$ cat config.mk
export PLATFORM = sky130hd
export DESIGN_NAME = wave_sdram_arbiter
export DESIGN_NICKNAME = d
export VERILOG_FILES = /design/src/rtl/wave_sdram_arbiter.sv
export SDC_FILE = /design/constraint.sdc
export NUM_CORES = 1
export LEC_CHECK = 0
export BUFFER_PORTS_ARGS = -buffer_cell sky130_fd_sc_hd__buf_4
export CAP_MARGIN = 20
export CORE_UTILIZATION = 40
export DETAILED_ROUTE_END_ITERATION = 8
export MAX_ROUTING_LAYER = met4
export PLACE_DENSITY = 0.68
export RECOVER_POWER = 50
export SYNTH_ARGS = -nofsm -noshare
export SYNTH_HDL_FRONTEND = slang
export SYNTH_SLANG_ARGS = --single-unit
$ cat constraint.sdc
create_clock -name clk -period 2.15 [get_ports clk]
set_input_delay 0.215 -clock clk [delete_from_list [all_inputs] [get_ports clk]]
set_output_delay 0.215 -clock clk [all_outputs]
set_load 0.01 [all_outputs]
$ cat src/rtl/wave_sdram_arbiter.sv
// SDRAM port arbiter: download writes take absolute priority, channel sample reads
// are served round-robin, and every access is bounded by a completion watchdog.
module wave_sdram_arbiter #(
    parameter int NCH     = 4,
    parameter int TIMEOUT = 63
) (
    input  logic              clk,
    input  logic              reset_n,
    input  logic              dl_active,
    input  logic              dl_wr,
    input  logic [24:0]       dl_addr,
    input  logic [7:0]        dl_data,
    output logic              dl_wait,
    input  logic [NCH-1:0]    ch_req,
    input  logic [NCH*20-1:0] ch_addr,
    output logic [NCH-1:0]    ch_ack,
    output logic [15:0]       ch_data,
    output logic [24:0]       sd_addr,
    output logic              sd_we,
    output logic              sd_rd,
    output logic [7:0]        sd_din,
    input  logic [15:0]       sd_dout,
    input  logic              sd_done,
    output logic              timeout_err,
    output logic              overrun_err
);
    localparam int              GW       = $clog2(NCH);
    localparam logic [5:0]      TO_LIMIT = 6'(TIMEOUT);
    localparam logic [GW-1:0]   LAST_RST = GW'(NCH - 1);

    typedef enum logic [1:0] {S_IDLE, S_WRITE, S_READ} state_t;

    state_t          state_q, state_d;
    logic            hold_full_q, hold_full_d;
    logic [24:0]     hold_addr_q, hold_addr_d;
    logic [7:0]      hold_data_q, hold_data_d;
    logic [GW-1:0]   grant_q, grant_d;
    logic [GW-1:0]   last_grant_q, last_grant_d;
    logic [5:0]      cnt_q, cnt_d;
    logic            sd_we_q, sd_we_d;
    logic            sd_rd_q, sd_rd_d;
    logic [24:0]     sd_addr_q, sd_addr_d;
    logic [7:0]      sd_din_q, sd_din_d;
    logic [NCH-1:0]  ch_ack_q, ch_ack_d;
    logic [15:0]     ch_data_q, ch_data_d;
    logic            timeout_err_q, timeout_err_d;
    logic            overrun_err_q, overrun_err_d;

    logic [19:0]     ch_addr_arr [NCH];
    logic [GW-1:0]   rr_grant;
    logic            rr_found;
    int              rr_idx;

    for (genvar g = 0; g < NCH; g++) begin : g_addr
        assign ch_addr_arr[g] = ch_addr[g*20 +: 20];
    end

    // First requester above the last served channel, wrapping around.
    always_comb begin
        rr_grant = last_grant_q;
        rr_found = 1'b0;
        rr_idx   = 0;
        for (int i = 1; i <= NCH; i++) begin
            rr_idx = int'(last_grant_q) + i;
            if (rr_idx >= NCH) rr_idx = rr_idx - NCH;
            if (!rr_found && ch_req[GW'(rr_idx)]) begin
                rr_found = 1'b1;
                rr_grant = GW'(rr_idx);
            end
        end
    end

    always_comb begin
        state_d       = state_q;
        hold_full_d   = hold_full_q;
        hold_addr_d   = hold_addr_q;
        hold_data_d   = hold_data_q;
        grant_d       = grant_q;
        last_grant_d  = last_grant_q;
        cnt_d         = cnt_q;
        sd_we_d       = 1'b0;
        sd_rd_d       = 1'b0;
        sd_addr_d     = sd_addr_q;
        sd_din_d      = sd_din_q;
        ch_ack_d      = '0;
        ch_data_d     = ch_data_q;
        timeout_err_d = timeout_err_q;
        overrun_err_d = overrun_err_q;

        if (dl_wr) begin
            if (hold_full_q) begin
                overrun_err_d = 1'b1;
            end else begin
                hold_full_d = 1'b1;
                hold_addr_d = dl_addr;
                hold_data_d = dl_data;
            end
        end

        case (state_q)
            S_IDLE: begin
                if (hold_full_q) begin
                    sd_we_d     = 1'b1;
                    sd_addr_d   = hold_addr_q;
                    sd_din_d    = hold_data_q;
                    hold_full_d = 1'b0;
                    cnt_d       = '0;
                    state_d     = S_WRITE;
                end else if (!dl_active && rr_found) begin
                    sd_rd_d   = 1'b1;
                    sd_addr_d = {5'b0, ch_addr_arr[rr_grant]};
                    grant_d   = rr_grant;
                    cnt_d     = '0;
                    state_d   = S_READ;
                end
            end
            S_WRITE: begin
                if (sd_done) begin
                    state_d = S_IDLE;
                end else if (cnt_q == TO_LIMIT) begin
                    timeout_err_d = 1'b1;
                    state_d       = S_IDLE;
                end else begin
                    cnt_d = cnt_q + 6'd1;
                end
            end
            S_READ: begin
                // A timed-out read still acks with zero data so the requester never stalls.
                if (sd_done) begin
                    ch_data_d         = sd_dout;
                    ch_ack_d[grant_q] = 1'b1;
                    last_grant_d      = grant_q;
                    state_d           = S_IDLE;
                end else if (cnt_q == TO_LIMIT) begin
                    ch_data_d         = 16'h0000;
                    ch_ack_d[grant_q] = 1'b1;
                    timeout_err_d     = 1'b1;
                    state_d           = S_IDLE;
                end else begin
                    cnt_d = cnt_q + 6'd1;
                end
            end
            default: state_d = S_IDLE;
        endcase
    end

    always_ff @(posedge clk or negedge reset_n) begin
        if (!reset_n) begin
            state_q       <= S_IDLE;
            hold_full_q   <= 1'b0;
            hold_addr_q   <= '0;
            hold_data_q   <= '0;
            grant_q       <= '0;
            last_grant_q  <= LAST_RST;
            cnt_q         <= '0;
            sd_we_q       <= 1'b0;
            sd_rd_q       <= 1'b0;
            sd_addr_q     <= '0;
            sd_din_q      <= '0;
            ch_ack_q      <= '0;
            ch_data_q     <= '0;
            timeout_err_q <= 1'b0;
            overrun_err_q <= 1'b0;
        end else begin
            state_q       <= state_d;
            hold_full_q   <= hold_full_d;
            hold_addr_q   <= hold_addr_d;
            hold_data_q   <= hold_data_d;
            grant_q       <= grant_d;
            last_grant_q  <= last_grant_d;
            cnt_q         <= cnt_d;
            sd_we_q       <= sd_we_d;
            sd_rd_q       <= sd_rd_d;
            sd_addr_q     <= sd_addr_d;
            sd_din_q      <= sd_din_d;
            ch_ack_q      <= ch_ack_d;
            ch_data_q     <= ch_data_d;
            timeout_err_q <= timeout_err_d;
            overrun_err_q <= overrun_err_d;
        end
    end

    assign dl_wait     = hold_full_q;
    assign sd_we       = sd_we_q;
    assign sd_rd       = sd_rd_q;
    assign sd_addr     = sd_addr_q;
    assign sd_din      = sd_din_q;
    assign ch_ack      = ch_ack_q;
    assign ch_data     = ch_data_q;
    assign timeout_err = timeout_err_q;
    assign overrun_err = overrun_err_q;

endmodule

---- After elaboration in Yosys (flattened, before gate mapping) ----
Index checks and enable logic that the tools add are counted.
cells by class
  $lt $le $gt $ge ......................... 11
  mux-type cells .......................... 54
  reductions and logical operators ........ 24
  add/sub/neg operators ................... 9
  bitwise gates (word level) .............. 3
  equal/unequal tests ..................... 7
operators by type and width
  kind                                                               number
  two-way mux 25 bit                                                 2
  binary-select mux 20 bit (select 2 bit)                            1
  two-way mux 20 bit                                                 2
  two-way mux 16 bit                                                 2
  two-way mux 2 bit                                                  12
  two-way mux 6 bit                                                  4
  two-way mux 1 bit                                                  21
  less-than comparator 2 x 4 -> 1 bit, second input constant         4
  AND reduction 2 bit                                                7
  greater-or-equal comparator 3 bit, second input constant           4
  two-way mux 4 bit                                                  3
  one-hot mux 6 bit (2 select lines)                                 1
  binary-select mux 1 bit (select 2 bit)                             4
  subtractor 2 x 1 -> 2 bit, second input constant                   4
  adder 2 x 2 -> 3 bit, second input constant                        2
  adder 6 x 1 -> 6 bit, second input constant                        1
  equality test 6 bit, second input constant                         1
  AND reduction 3 bit                                                2
  nonzero test 2 bit                                                 3
  logical AND 1 bit                                                  5
  adder 2 x 3 -> 4 bit, second input constant                        1
  greater-or-equal comparator 4 x 3 -> 1 bit, second input constant  1
  zero test 1 bit                                                    4
  != test 2 bit, second input constant                               2
  14 further kinds                                                   15
word-level totals
  bits in registers ....................... 103
  logic and storage cells ................. 123

---- Logic depth before layout (Yosys ltp) ----
Gate-level depths: netlist of the first run.
  word-level depth ........................ 22
  mapped depth ............................ 8

---- Worst setup path after synthesis of the first run ----
OpenSTA, ideal clock, no wires.
  kind .................................... register to register
  start ................................... reg state_q[0]
  end ..................................... reg sd_addr_q[0], in the netlist sd_addr[0]
  data arrival time ....................... 1.645 ns
  stages on the path, launching flop included .. 9
  required time ........................... 2.021 ns
  path slack .............................. 0.375 ns
  clock period less this slack ............ 1.775 ns
  cell sequence ........................... dfrtp_1 inv_1 ha_1 inv_2 or3_1 buf_2 a21o_1 a31oi_1 a31oi_1
on the way
  longest elaborated chain between the ends .. 2
RTL lines
  item                                  line  text
  start: declaration                    33    state_t state_q, state_d;
  start signal: assignment              165   state_q <= state_d;
  zero test 2 bit                       100   case (state_q)
  AND reduction 2 bit (no source line)  -
  end signal: assignment                174   sd_addr_q <= sd_addr_d;
  end: declaration                      42    logic [24:0] sd_addr_q, sd_addr_d;
No other way between the ends.
A chain may end at the register's enable or synchronous reset.

---- Final worst setup path of the first run ----
  start ................................... reg state_q[1]
  end ..................................... reg cnt_q[3]
on the way
  longest elaborated chain between the ends .. 4
  elaborated cells between the ends (all ways) .. 10
  those cells by class .................... eq/ne (5); mux (1); reduce/logical (4)
RTL lines
  item                                                                  line  text
  equality test 2 bit or equality test 2 x 1 -> 1 bit (tied branches)   100
  OR reduction 2 bit (no source line)                                   -
  != test 2 bit (no source line) or nonzero test 2 bit (tied branches)  -
  AND reduction 4 bit (no source line)                                  -
  end signal: assignment                                                171   cnt_q <= cnt_d;
  end: declaration                                                      39    logic [5:0] cnt_q, cnt_d;
Several ways; a longest one is shown, not always the timed one.

==> results of run 1 <==
layout by cell type, fill, tap and decap left out, types with 2 or more instances in the layout:
cell type | synthesis | routed
ha_1 | 3 | 3
o21bai_1 | 2 | 2
nor2_1 | 7 | 6
o21ai_0 | 23 | 23
nor3b_1 | 2 | 2
inv_6 | 0 | 2
mux2_2 | 35 | 35
clkbuf_1 | 20 | 59
a21o_1 | 42 | 42
dfstp_2 | 2 | 2
o211ai_1 | 21 | 21
and3_1 | 3 | 3
clkinv_4 | 0 | 2
nor2b_4 | 1 | 2
o22ai_1 | 21 | 21
o21ai_1 | 5 | 4
buf_12 | 0 | 4
o21a_1 | 4 | 3
nand3_1 | 22 | 22
a22o_1 | 24 | 24
nand2b_1 | 3 | 3
nor3_1 | 2 | 2
and2_1 | 2 | 2
inv_1 | 6 | 6
a31oi_1 | 40 | 40
clkbuf_16 | 0 | 9
buf_4 | 0 | 152
nand2_1 | 32 | 32
dfrtp_1 | 101 | 101
a21oi_1 | 11 | 11
power breakdown:
| part | switching (mW) | leakage (nW) | internal [mW] |
|---|---|---|---|
| clock | 0.723 | 0.150 | 0.941 |
| combinational | 2.45 | 1.71 | 2.00 |
| sequential | 0.599 | 1.26 | 2.83 |
| total | 3.77 | 3.12 | 5.78 |
sequential cells by signal, indices dropped and copies added (netlist names), 2 cells and up:
signal and flops:
sd_din 8, hold_addr_q 25, hold_data_q 8, last_grant_q 2
ch_data 16, ch_ack 4, cnt_q 6, grant_q 2
state_q 2, sd_addr 25
worst max path at each step:
stage / startpoint / to / slack (ns) / cells after the start
after global routing: state_q[1]$_DFFE_PN0P_ / cnt_q[3]$_DFFE_PN0P_ / 0.03 / 7
after detailed placement: last_grant_q[0]$_DFFE_PN1P_ / sd_addr[19]$_DFFE_PN0P_ / 0.02 / 5
after floorplan: state_q[0]$_DFFE_PN0P_ / sd_addr[0]$_DFFE_PN0P_ / 0.38 / 8
after CTS: last_grant_q[0]$_DFFE_PN1P_ / sd_addr[0]$_DFFE_PN0P_ / 0.01 / 5
final: state_q[1]$_DFFE_PN0P_ / cnt_q[3]$_DFFE_PN0P_ / 0.18 / 7
after global placement: last_grant_q[0]$_DFFE_PN1P_ / sd_addr[18]$_DFFE_PN0P_ / 0.13 / 5
timing repair:
item,in CTS,in global routing
hold buffers,1,0
resized for setup,0,2
endpoints found under the hold margin,47,0
endpoints found under the setup margin,0,20
stage by stage:
stage               power [mW]  hold slack [ns]  cell area, um^2
finish                    9.55           0.0870             6780
global route              10.2           0.0725             6780
CTS                       9.98           0.0752             7000
detailed placement        8.29            0.291             6680
global placement          8.11            0.290             6680
floorplan                 6.44          -0.0806             4990
area by class of cell:
class | instances | area, um^2
repair buffers | 217 | 1460
clock inverters | 5 | 65.1
fillers | 1144 | 5330
flip-flops and latches | 103 | 2580
clock buffers | 10 | 239
inverters | 7 | 26.3
multi-input cells | 316 | 2200
well taps | 168 | 210
per-layer routing:
layer  up-vias  part of all wire, %  wire length [um]
li1       2134                    -                 -
met1      2221                   43              6430
met2       218                   47              6990
met3        38                  7.0              1050
met4         0                  3.1               459
met5         -                    0                 0
kinds of logic (layout without fill, tap and decap cells):
logic type      count (synthesis)  after routing
compound gates                200            200
simple gates                   78             78
buf+inv                        46            239
flops                         103            103
mux                            35             35
fa+ha+maj                       3              3
==> summary.txt, run 1 <==
Logic synthesis
  – Post-synthesis mux area share: 7.89%
  – Ys flop type: dfrtp_1
  – Synth cell count leaders: dfrtp_1, a21o_1, a31oi_1, mux2_2, nand2_1
  – Biggest area consumer among synthesized cells: dfrtp_1
  – Synthesized netlist net count: 606
  – Cell Area, Synth: 4990 um^2
  – Top cell type's share of synthesized area: 50.6%
  – Yosys warnings: 0
  – Post-Synth Simple-Gate Area: 7.54%
  – Avg Cell Area, Syn: 10.7 um^2
  – Seq/Total Area, Yosys: 51.7%
  – Ys async rst share: 100%
  – Post-Syn Instances: 465
  – Largest family of logic cells by synthesized area: compound AO/OA/AOI/OAI gates
  – Number of synthesized register bits: 103
  – Top cells by area, synth: dfrtp_1, mux2_2, a21o_1, a31oi_1, a22o_1
  – Post-synthesis xor/xnor area fraction: 0%
  – Most common cell in the netlist: dfrtp_1
  – Synth Area in Compound Gates: 27.4%
  – Area share of fa/ha/maj cells after synthesis: 0.752%
  – Post-synth EDFFs: 0
  – Yosys cell types: 39

Setup path
  – CP max-delay cell: ha_1
  – Crit path kind: flop to flop
  – Startpoint types: flop
  – Worst path cell trace: inv_1, ha_1, nand2b_1, a31oi_2, o21ai_1, o21ai_0, o31ai_1
  – Worst EP required: 2.36 ns
  – Crit Reg-Reg Endpoint: cnt_q[3]$_DFFE_PN0P_
  – CP Max Fanout: 7
  – CP bufs+invs: 1
  – Worst r2r src: state_q[1]$_DFFE_PN0P_
  – R2r setup slk: 0.18 ns
  – CP Capture Type: flop
  – Worst Path Arrival: 2.18 ns
  – R2R depth: 7
  – Crit path largest cell delay: 0.41 ns
  – Cell family with most CP delay: compound AO/OA/AOI/OAI gates

Clock network
  – Setup Buffers After CTS: 0
  – CTS max path bufs: 2
  – # clock sinks: 103
  – CTS clk-pin slew, worst paths: 0.07 ns
  – Worst-skew pair later-pin latency: 0.34 ns
  – Num CTS Buffers: 9
  – Clk root buf: clkbuf_16
  – CTS tree: built
  – H-tree Lvls: 3

Placement
  – Setup WS pre-CTS: 0.0156 ns
  – Placed insts: 810
  – Hpwl dp: 10.9 mm
  – GPL Wtd Cong: 0.923
  – Port bufs: 195

Routing
  – First-iteration detailed-routing DRC count: 278
  – Total Wirelength: 14.9 mm
  – Post-route antenna net violation count: 0
  – DR WL/cell: 18.1 um
  – Drt pass-1 iters: 4
  – Residual DRC: 0
  – Vias per cell: 5.58
  – Vias post-DR: 4611

Outcome
  – Run status: finished clean

Timing
  – Maximum clock frequency: 508 MHz
  – Setup Viol. Count Final: 0
  – Min setup slack post-route: 0.180 ns
  – Slew HR: 12.0%
  – Max-slew violations: 0
  – Endpoints failing hold: 0
  – Setup TNS: 0 ns
  – Slew @ Worst Pin: 1.32 ns
  – RSZ-0062 raised after global routing: no
  – Period utilization: 91.6%
  – Crit path time final: 1.97 ns
  – Clock Skew: 0.00920 ns

Floorplan
  – # IOs: 196
  – Die Y: 114 um
  – Initial Utilization: 41.2%
  – Die Wd: 114 um
  – Site row count: 40
  – Die ar.: 12900 um^2
  – Core Area: 12100 um^2

Hold path
  – Worst Hold End: ch_data[11]$_DFFE_PN0P_
  – Hold depth: 2
  – Hold_sp: sd_dout[11]
  – Type of the worst min-delay path: input pin to flop

Finish
  – Fraction of layout cells with a size suffix above 1: 33.4%
  – Non-Filler Instances: 826
  – Number of diodes: 0
  – Fin nets: 795
  – Layout area overhead: 35.7%
  – Final core occ: 56.0%

Global route
  – GRT met1 Usage: 30.8%
  – GRT busiest layer: met2
  – M2 GR Usage: 38.1%
  – Vias in the first global route: 4763
  – Met3 Resource Use GR: 4.84%
  – Initial antenna violation count: 0
  – Grt ovf: 0
  – GRT Util Overall: 24.3%
  – Largest net degree at the start of global routing: 61
  – First-pass GRT wire length: 23.8 mm

Power and ir drop
  – LEAKAGE: 3.12 nW
  – Peak VDD IR: 585 uV
  – Pwr/cell area: 1410 nW/um^2

Flow run
  – Max cap viols: 0
No activity file was read; power rests on OpenSTA's default activity.
==> run 2: changes to the inputs <==
--- a/config.mk
+++ b/config.mk
@@ -10,7 +10,7 @@
 export CORE_UTILIZATION = 40
 export DETAILED_ROUTE_END_ITERATION = 8
 export MAX_ROUTING_LAYER = met4
-export PLACE_DENSITY = 0.68
+export PLACE_DENSITY = 0.7
 export RECOVER_POWER = 50
 export SYNTH_ARGS = -nofsm -noshare
 export SYNTH_HDL_FRONTEND = slang
==> constraint.sdc (replaced) <==
create_clock -name clk -period 1.6 [get_ports clk]
set_input_delay 0.16 -clock clk [delete_from_list [all_inputs] [get_ports clk]]
set_output_delay 0.16 -clock clk [all_outputs]
set_load 0.01 [all_outputs]
==> summary.txt, run 2 (same netlist as run 1, synthesis figures left out) <==
Timing
  – Slew HR: 49.5% (+38 points)
  – Maximum clock frequency: 555 MHz (+9.3%)
  – Max-slew violations: 0 (unchanged)
  – Crit path time final: 1.80 ns (-0.168 ns)
  – Min setup slack post-route: -0.202 ns (-0.382 ns)
  – Setup Viol. Count Final: 42 (+42)
  – RSZ-0062 raised after global routing: yes
  – Slew @ Worst Pin: 0.758 ns (-0.563 ns)
  – Period utilization: 113% (+21 points)
  – Worst hold slack: 0.0166 ns (-0.0704 ns)
  – Endpoints failing hold: 0 (unchanged)
  – Clock Skew: 0.00546 ns (-0.00375 ns)
  – Setup TNS: -4.32 ns (-4.32 ns)

Clock network
  – CTS tree: built
  – CTS max path bufs: 2 (unchanged)
  – CTS clk-pin slew, worst paths: 0.07 ns (about the same)
  – H-tree Lvls: 3 (unchanged)
  – # clock sinks: 103 (unchanged)
  – Num CTS Buffers: 9 (unchanged)
  – Worst-skew pair later-pin latency: 0.36 ns (+0.02 ns)
  – Clk root buf: clkbuf_16

Routing
  – Vias post-DR: 4881 (+5.9%)
  – Drt pass-1 iters: 5 (+1)
  – Vias per cell: 5.70 (+2.0%)
  – Residual DRC: 0 (unchanged)
  – Total Wirelength: 16.6 mm (+11%)
  – Post-route antenna net violation count: 0 (unchanged)
  – First-iteration detailed-routing DRC count: 313 (+13%)
  – DR WL/cell: 19.3 um (+6.9%)

Hold path
  – Hold depth: 2 (unchanged)
  – Type of the worst min-delay path: input pin to flop
  – Hold_sp: dl_wr

Finish
  – Filler instances: 1014 (-11%)
  – Fraction of layout cells with a size suffix above 1: 48.2% (+15 points)
  – Commonest non-fill, non-tap cell in the layout: buf_4
  – Fin nets: 825 (+3.8%)
  – Commonest non-fill, non-tap cells in the layout: buf_4, dfrtp_1, a21o_1, a31oi_1, mux2_2
  – Non-Filler Instances: 857 (+3.8%)
  – Final core occ: 61.8% (+5.8 points)
  – Number of diodes: 0 (unchanged)
  – Layout area overhead: 49.8%

Floorplan
  – Initial Utilization: 41.2% (unchanged)
  – Die Y: 114 um (unchanged)
  – Site row count: 40 (unchanged)
  – Core Area: 12100 um^2 (unchanged)
  – Die Wd: 114 um (unchanged)
  – Die ar.: 12900 um^2 (unchanged)
  – # IOs: 196 (unchanged)

Setup path
  – CP Capture Type: flop
  – Worst r2r src: last_grant_q[0]$_DFFE_PN1P_
  – CP Max Fanout: 52 (+45)
  – Startpoint types: flop
  – R2R depth: 6 (-1)
  – Worst Path Arrival: 2.04 ns (-0.14 ns)
  – Crit path kind: flop to flop
  – Worst EP required: 1.83 ns (-0.53 ns)
  – CP startpoint: last_grant_q[0]$_DFFE_PN1P_

Global route
  – Vias in the first global route: 5006 (+5.1%)
  – GRT Util Overall: 26.2% (+1.9 points)
  – Grt ovf: 0 (unchanged)
  – First-pass GRT wire length: 25.2 mm (+5.8%)
  – Largest net degree at the start of global routing: 53 (-13%)
  – Initial antenna violation count: 0 (unchanged)

Outcome
  – Violated checks: negative setup slack
  – Run status: finished, violations left

Power and ir drop
  – Clock network power share: 16.1% (-1.3 points)
  – Psw: 5.59 mW (+48%)
  – Gate power share: 51.9% (+5.3 points)
  – Switching Share: 38.6% (-0.92 points)
  – LEAKAGE: 3.54 nW (+14%)
  – Reg power frac: 31.9% (-4.0 points)
  – Pwr/cell area: 1940 nW/um^2 (+38%)
  – Peak VDD IR: 780 uV (+33%)
  – Internal power: 8.90 mW (+54%)

Placement
  – Hpwl dp: 11.7 mm (+7.1%)
  – GPL Wtd Cong: 0.829 (-10%)
  – Placed insts: 830 (+2.5%)
  – Port bufs: 195 (unchanged)

Flow run
  – Max cap viols: 0 (unchanged)
[run 2: cell count changes in the layout (fill, tap and decap cells not counted), moves of 3 or more]
cell,change
nand2b_1,-3
clkbuf_1,-55
buf_4,+74
a21oi_2,+4
o21ai_4,+3
and3_1,-3
a21oi_1,-4
inv_2,+3
o21ai_0,-3
buf_6,+6
and3_4,+3
inv_1,-3
[run 2: area by class of cell]
type                       count  area [um^2]  share of cell area (%)
multi-input combinational    316         2370                    31.7
inverter                       7         26.3                   0.351
sequential                   103         2580                    34.5
clock buffer                   9          225                    3.01
clock inverter                 7         85.1                    1.14
tap                          168          210                    2.81
timing repair buffer         247         1980                    26.5
[run 2: routing by layer]
metal	wire length [um]	share of wire, %	vias up	GRT usage [%]
li1	-	-	2192	-
met2	8220	50	245	42.8
met5	0	0	-	-
met1	6640	40	2410	31.8
met3	1280	7.7	34	4.84
met4	411	2.5	0	11.8
[run 2: path summary, 6_finish.rpt]
kind	to	slack (ns)
setup / recovery	sd_addr[14]$_DFFE_PN0P_	-0.20
hold / removal	overrun_err$_DFFE_PN0P_	0.02
setup reg to reg	sd_addr[14]$_DFFE_PN0P_	-0.20
hold reg to reg	overrun_err$_DFFE_PN0P_	0.47
max in group asynchronous	hold_addr_q[7]$_DFFE_PN0P_	0.19
min in group asynchronous	hold_addr_q[15]$_DFFE_PN0P_	0.40
[run 2: metrics by stage]
step / worst slack, ns / total power [mW] / cell area (um^2)
floorplan: -0.0569 / 8.81 / 5090
global placement: -0.111 / 11.5 / 6930
CTS: -0.187 / 14.2 / 7330
finish: -0.202 / 14.5 / 7480
global route: -0.268 / 15.4 / 7480
detailed placement: -0.185 / 11.7 / 6930
[run 2: timing repair]
item / CTS / global route
setup buffers: 1 / 6
resized for setup: 8 / 23
pin swaps: 2 / 27
cloned: 1 / 2
hold buffers: 1 / 0
endpoints found under the hold margin: 28 / 0
setup endpoints to repair: 28 / 50
[run 2: power by group through the flow]
| stage | clock network [mW] | registers (mW) | logic, mW |
|---|---|---|---|
| floorplan | 0 | 4.73 | 4.08 |
| global placement | 0 | 4.57 | 6.89 |
| detailed placement | 0 | 4.64 | 7.10 |
| CTS | 2.36 | 4.61 | 7.27 |
| global route | 2.46 | 4.77 | 8.16 |
| finish | 2.34 | 4.63 | 7.53 |
[run 2: worst max-delay path, cell delays in order, from the launching register on]
cell and delay [ns]:
dfstp_2 0.57, nor2b_4 0.05, o21a_1 0.18, a221o_2 0.34, buf_12 0.20, o211ai_1 0.20, a31oi_1 0.11
